### config.mk
export PLATFORM = sky130hd
export DESIGN_NAME = fifo_uart_tx
export DESIGN_NICKNAME = d
export VERILOG_FILES = /design/src/rtl/uart_pkg.sv /design/src/rtl/uart_baud_cnt.sv /design/src/rtl/fifo_uart_tx.sv
export SDC_FILE = /design/constraint.sdc
export NUM_CORES = 1
export LEC_CHECK = 0
export CAP_MARGIN = 20
export CORE_MARGIN = 5
export CORE_UTILIZATION = 55
export CTS_CLUSTER_SIZE = 10
export DETAILED_ROUTE_END_ITERATION = 8
export HOLD_SLACK_MARGIN = 0.06
export PLACE_DENSITY = 0.77
export SKIP_LAST_GASP = 1
export SYNTH_ARGS = -nofsm -noshare
export SYNTH_HDL_FRONTEND = slang
export SYNTH_SLANG_ARGS = --single-unit
### constraint.sdc
create_clock -name clk -period 5.71 [get_ports clk]
set_input_delay 1.142 -clock clk [delete_from_list [all_inputs] [get_ports clk]]
set_output_delay 1.142 -clock clk [all_outputs]
set_load 0.005 [all_outputs]
### src/rtl/uart_pkg.sv
// Shared UART definitions: FSM state encodings, baud divisor calculation and
// the line-terminator byte values carried through the sample FIFO.
package uart_pkg;

    localparam logic [2:0] S_IDLE  = 3'd0;
    localparam logic [2:0] S_REQ   = 3'd1;
    localparam logic [2:0] S_LAT   = 3'd2;
    localparam logic [2:0] S_START = 3'd3;
    localparam logic [2:0] S_DATA  = 3'd4;
    localparam logic [2:0] S_STOP  = 3'd5;

    localparam logic [7:0] CR = 8'h0D;
    localparam logic [7:0] LF = 8'h0A;

    // Integer-truncated clk cycles per bit; legal results are 2..65535.
    function automatic int unsigned baud_div(input int unsigned clk_freq, input int unsigned baud);
        return clk_freq / baud;
    endfunction

endpackage

### src/rtl/uart_baud_cnt.sv
// Free-running bit-period counter: counts 0..DIV-1, wraps, and restarts from
// zero whenever the controlling FSM changes state.
module uart_baud_cnt #(
    parameter int unsigned DIV = 434
) (
    input  logic clk,
    input  logic reset_n,
    input  logic clear,
    output logic bit_tick
);

    logic [15:0] count;

    assign bit_tick = (count == 16'(DIV - 1));

    always_ff @(posedge clk or negedge reset_n) begin
        if (!reset_n) begin
            count <= '0;
        end else if (clear || bit_tick) begin
            count <= '0;
        end else begin
            count <= count + 16'd1;
        end
    end

endmodule

### src/rtl/fifo_uart_tx.sv
// Drains a normal-mode byte FIFO and serialises each byte as an 8N1 (or 8N2)
// UART frame, LSB first, on a registered idle-high tx line.
module fifo_uart_tx
    import uart_pkg::*;
#(
    parameter int unsigned CLK_FREQ  = 50_000_000,
    parameter int unsigned BAUD      = 115200,
    parameter int unsigned STOP_BITS = 1
) (
    input  logic       clk,
    input  logic       reset_n,
    input  logic       enable,
    input  logic       fifo_empty,
    input  logic [7:0] fifo_q,
    output logic       fifo_rdreq,
    output logic       tx,
    output logic       busy,
    output logic       tx_done
);

    localparam int unsigned BAUD_DIV = baud_div(CLK_FREQ, BAUD);

    logic [2:0] state;
    logic [2:0] state_next;
    logic [2:0] bit_cnt;
    logic [7:0] shift_reg;
    logic       bit_tick;
    logic       state_change;
    logic       last_stop;

    assign state_change = (state_next != state);
    // bit_cnt doubles as the stop-bit counter so STOP_BITS=2 needs no extra state.
    assign last_stop    = (bit_cnt == 3'(STOP_BITS - 1));

    uart_baud_cnt #(
        .DIV (BAUD_DIV)
    ) u_baud_cnt (
        .clk      (clk),
        .reset_n  (reset_n),
        .clear    (state_change),
        .bit_tick (bit_tick)
    );

    always_comb begin
        state_next = state;
        case (state)
            S_IDLE:  if (enable && !fifo_empty) state_next = S_REQ;
            S_REQ:   state_next = S_LAT;
            S_LAT:   state_next = S_START;
            S_START: if (bit_tick) state_next = S_DATA;
            S_DATA:  if (bit_tick && bit_cnt == 3'd7) state_next = S_STOP;
            S_STOP:  if (bit_tick && last_stop) state_next = S_IDLE;
            default: state_next = S_IDLE;
        endcase
    end

    always_ff @(posedge clk or negedge reset_n) begin
        if (!reset_n) begin
            state   <= S_IDLE;
            bit_cnt <= '0;
            tx      <= 1'b1;
        end else begin
            state <= state_next;
            if (state_change) begin
                bit_cnt <= '0;
            end else if (bit_tick && (state == S_DATA || state == S_STOP)) begin
                bit_cnt <= bit_cnt + 3'd1;
            end
            case (state)
                S_START: tx <= 1'b0;
                S_DATA:  tx <= shift_reg[0];
                default: tx <= 1'b1;
            endcase
        end
    end

    // FIFO q is only meaningful the cycle after rdreq, i.e. in S_LAT.
    always_ff @(posedge clk) begin
        if (state == S_LAT) begin
            shift_reg <= fifo_q;
        end else if (state == S_DATA && bit_tick) begin
            shift_reg <= shift_reg >> 1;
        end
    end

    assign fifo_rdreq = (state == S_REQ);
    assign busy       = (state != S_IDLE);
    assign tx_done    = (state == S_STOP) && bit_tick && last_stop;

endmodule

Word level (Yosys, flattened, before mapping)
Index checks and enable logic that the tools add are counted.
Widths: inputs -> output; s select.
{ "word_totals": {"regBits": 31, "input_bits": 12, "output_inout_bits": 4, "word_cells": 41} }
{ "op_classes": {"add_sub_neg": 2, "eq_ne": 8, "muxes": 11, "n_reduce_logical": 15} }
{ "op_table": {"columns": ["operator", "count"], "rows": [
  ["$mux 3", 6],
  ["$pmux 3 s6", 1],
  ["$add 16x1->16 const B", 1],
  ["$eq 16x9->1 const B", 1],
  ["$mux 16", 1],
  ["$mux 8", 2],
  ["$eq 3x3->1 const B", 3],
  ["$logic_and 1x1->1", 7],
  ["$eq 3x2->1 const B", 2],
  ["$logic_not 3->1", 2],
  ["$reduce_bool 2->1", 2],
  ["$add 3x1->3 const B", 1],
  ["$eq 3x1->1 const B", 1],
  ["$ne 3x3->1", 1],
  ["$reduce_bool 3->1", 1],
  ["$logic_or 1x1->1", 2],
  ["$pmux 1 s2", 1],
  ["$logic_not 1->1", 1]
]} }

Depth between registers and ports, before layout
{ "depth": {"ltp_word": 7, "depth_mapped": 7, "depth_no_buf": 6} }

Cells and area by module
From an unflattened synthesis, not the netlist that was laid out.
{ "unflattened": {"hier_cells": 149, "hier_area_um2": 1646.6} }
{ "by_module_without_submodules": {"columns": ["module", "n_inst", "cells_each", "area_per_inst_um2"], "rows": [
  ["fifo_uart_tx", 1, 66, 827.0],
  ["uart_baud_cnt", 1, 83, 819.5]
]} }

Worst setup path after synthesis
Ideal clock, no wire load.
{ "synth_timing": {"path_kind": "register to output", "start": "register u_baud_cnt.count[1]", "end": "output port tx_done", "arrival_time_ns": 1.232, "t_required_ns": 4.568, "path_slack_ns": 3.336, "stages_incl_launch_ff": 7, "path_buffers": 0, "path_cell_list": "dfrtp_1 -> inv_1 -> ha_1 -> and4bb_2 -> and4_1 -> nand2_1 -> nor2_1"} }
{ "synth_between": {"elab_chain_len": 3} }
{ "synth_rtl": {"columns": ["element", "line", "source"], "rows": [
  ["start, declared", "uart_baud_cnt.sv:12", "logic [15:0] count;"],
  ["start signal, assigned", "uart_baud_cnt.sv:22", "count <= count + 16'd1;"],
  ["$eq 16x9->1", "uart_baud_cnt.sv:14", "assign bit_tick = (count == 16'(DIV - 1));"],
  ["$logic_and 1x1->1 (2 in a row)", "fifo_uart_tx.sv:88", "assign tx_done = (state == S_STOP) && bit_tick && last_stop;"],
  ["end, declared", "fifo_uart_tx.sv:18", "output logic tx_done"]
]} }
Every way passes these cells.

Worst setup path in the final report
Same ends and word-level chain as after synthesis.

==> flow_summary_export.csv <==
group,metric,value,unit
status,status,"finished clean",
drt,dr_wl_met2,1.61,mm
drt,drc,0,
power,vdd_drop_max,0.000192,V
global_routing,grt_max_degree,24,
clock_network,cts_resized,0,
clock_network,clock_latency,340,ps
critical_path,cp.required,4570,ps
timing,whs,529,ps
placement,routabilityCongestion,0.904,
timing,fin_setup_tns,0,ps
floorplan,die_h,64.1,um
clock_network,cts_buffers,5,
drt,wl_met1,1.40,mm
logic_synthesis,ys_async_sr_fraction,74.2,%
clock_network,clock-sinks,31,
placement,io_buffer_count,15,
worst_hold_path,hp-class,"reg -> reg",
clock_network,ctsHoldBuffers,0,
drt,dr.pass1.iters,4,
drt,ant_nets,0,
global_routing,grt_usage,18.2,%
placement,hpwl,2.41,mm
drt,drt_iter0_markers,36,
timing,rsz0062_at_grt,"false",
global_routing,grt_overflow,0,
logic_synthesis,synth_top_area_share,34.2,%
power,leakagePower,0.791,nW
logic_synthesis,synth_nets,169,
clock_network,cts_setup_buffers,0,
clock_network,cts_tree,"built",
power,p_total,356,uW
logic_synthesis,ys_ff_latch,31,
logic_synthesis,synth.distinct_cells,39,
floorplan,initial_core_util,57.9,%
cells_and_area,nets,188,
critical_path,end_kind,"output port",
timing,setup_violations,0,
critical_path,start_kind,"register",
clock_network,cts.htree.levels,2,
timing,min_period_over_period,58.1,%
timing,fmax,301,MHz
cells_and_area,final_cell_mix,"dfrtp_1 (22), nor2_1 (19), clkdlybuf4s50_1 (15), nand2_1 (9), xnor2_1 (9)",
logic_synthesis,avgSynthCellArea,10.6,um^2
cells_and_area,drive_above_1_share,10.5,%
logic_synthesis,yosysWarnings,0,
cells_and_area,final_util,66.8,%
timing,max-slew-margin-rel,47.3,%
timing,clock_skew,9.11,ps
timing,tightest_slew,791,ps
drt,highest_layer,"met4",
floorplan,die-width,64.1,um
critical_path,cp_max_fo,5,
logic_synthesis,ys_seq_area_share,50.7,%
floorplan,rows,19,
critical_path,critical_path_class,"reg -> out",
logic_synthesis,synth_flop_cell,"dfrtp_1",
cells_and_area,final_common_cell,"dfrtp_1",
cells_and_area,largest_register_ffs,16,
cells_and_area,antennaDiodeCount,0,
critical_path,critPathArrivalTime,2170,ps
logic_synthesis,post-synth-top-area-cell,"dfrtp_1",
logic_synthesis,synth_area,0.00161,mm^2
floorplan,core,0.00278,mm^2
clock_network,cts_max_path_buffers,2,
global_routing,grt_pass1_wl,5.74,mm
cells_and_area,area_growth,15.3,%
drt,wl_met3,200,um
drt,via_per_inst,6.12,
clock_network,clk_pin_slew,90,ps
timing,hold_viol,0,
drt,wl_per_cell,16.3,um
drt,wl,3.30,mm
clock_network,root_buffer,"clkbuf_4",
floorplan,die_area,0.00411,mm^2
run,cap_violations,0,
logic_synthesis,synthTopCellsByArea,"dfrtp_1 (34%), edfxtp_1 (15%), mux2_2 (5.6%)",
power,power_density,192,mW/mm^2
timing,timing.final.crit_period,3320,ps
timing,slew_viol_final,0,
logic_synthesis,synthCells,152,
placement,numPlacedInstances,194,
logic_synthesis,synth-edff-count,8,
drt,dr_total_vias,1243,
cells_and_area,layout.cells.non_filler,203,
global_routing,first_global_vias,1221,
floorplan,io_pins,16,
global_routing,antenna_found_initial,0,
## path summary, 6_finish.rpt
path / cells past startpoint / endpoint / startpoint / slack [ps]
worst max-delay path: 7 / tx_done / u_baud_cnt.count[1] / 2390
worst min-delay path: 2 / tx / shift_reg[0] / 530
worst max register to register: 6 / shift_reg[0] / u_baud_cnt.count[1] / 3490
worst min register to register: 2 / tx / shift_reg[0] / 530
max in group asynchronous: 2 / tx / reset_n / 4220
min in group asynchronous: 1 / bit_cnt[2] / reset_n / 1030
## cells in the mapped netlist, drive strengths merged, types with 2 or more instances
library cell,n
clkbuf,3
ha,5
nor4,7
inv,7
and3,2
nand3,6
o21ai,4
nor3,6
a22o,2
and4,3
xnor2,9
nand4,4
a21oi,3
nor2,19
or3,2
mux2,8
edfxtp,8
nand2,9
a32oi,2
nor2b,2
xor2,4
dfrtp,22
## power breakdown
part / internal, mW / switching (mW) / total (mW)
Clock: 0.0454 / 0.0714 / 0.117
Sequential: 0.226 / 0 / 0.226
Combinational: 0.00877 / 0.00466 / 0.0134
Total: 0.280 / 0.0760 / 0.356
## logic make-up (layout without fill, tap and decap cells)
logic type	after synthesis	in the layout	share of synthesized area [%]
and+or+nand+nor	69	69	23.7
muxes	8	8	5.59
adders and majority gates	5	5	3.88
AOI/OAI and AO/OA	15	15	6.29
buffers and inverters	11	31	2.79
xor gates and xnor gates	13	13	7.07
DFF	31	31	50.7
## layer usage
| layer | GRT usage [%] | up-vias |
|---|---|---|
| li1 | - | 592 |
| met1 | 22.7 | 593 |
| met2 | 28.8 | 49 |
| met3 | 6.48 | 9 |
| met4 | 7.12 | 0 |
| met5 | 0 | - |
## stage by stage
step	area, um^2	setup WS (ps)
floorplan	1610	3340
global placement	1780	2790
detailed placement	1780	2760
CTS	1830	2380
global route	1860	2260
finish	1860	2390
## layout make-up
cell class / instances / area (um^2)
Clock inverter: 2 / 7.51
Clock buffer: 6 / 41.3
Sequential cell: 31 / 817
Inverter: 7 / 26.3
Tap cell: 31 / 38.8
Timing Repair Buffer: 16 / 178
Multi-Input combinational cell: 110 / 749
Fill cell: 220 / 923
## worst max-delay path, stage by stage (launching register included)
cell	delay (ps)
dfrtp_1	420
inv_1	70
ha_1	150
and4bb_2	230
and4_1	250
nand2_1	110
nor2_1	110
clkdlybuf4s50_1	500
No activity file was read; power rests on OpenSTA's default activity.
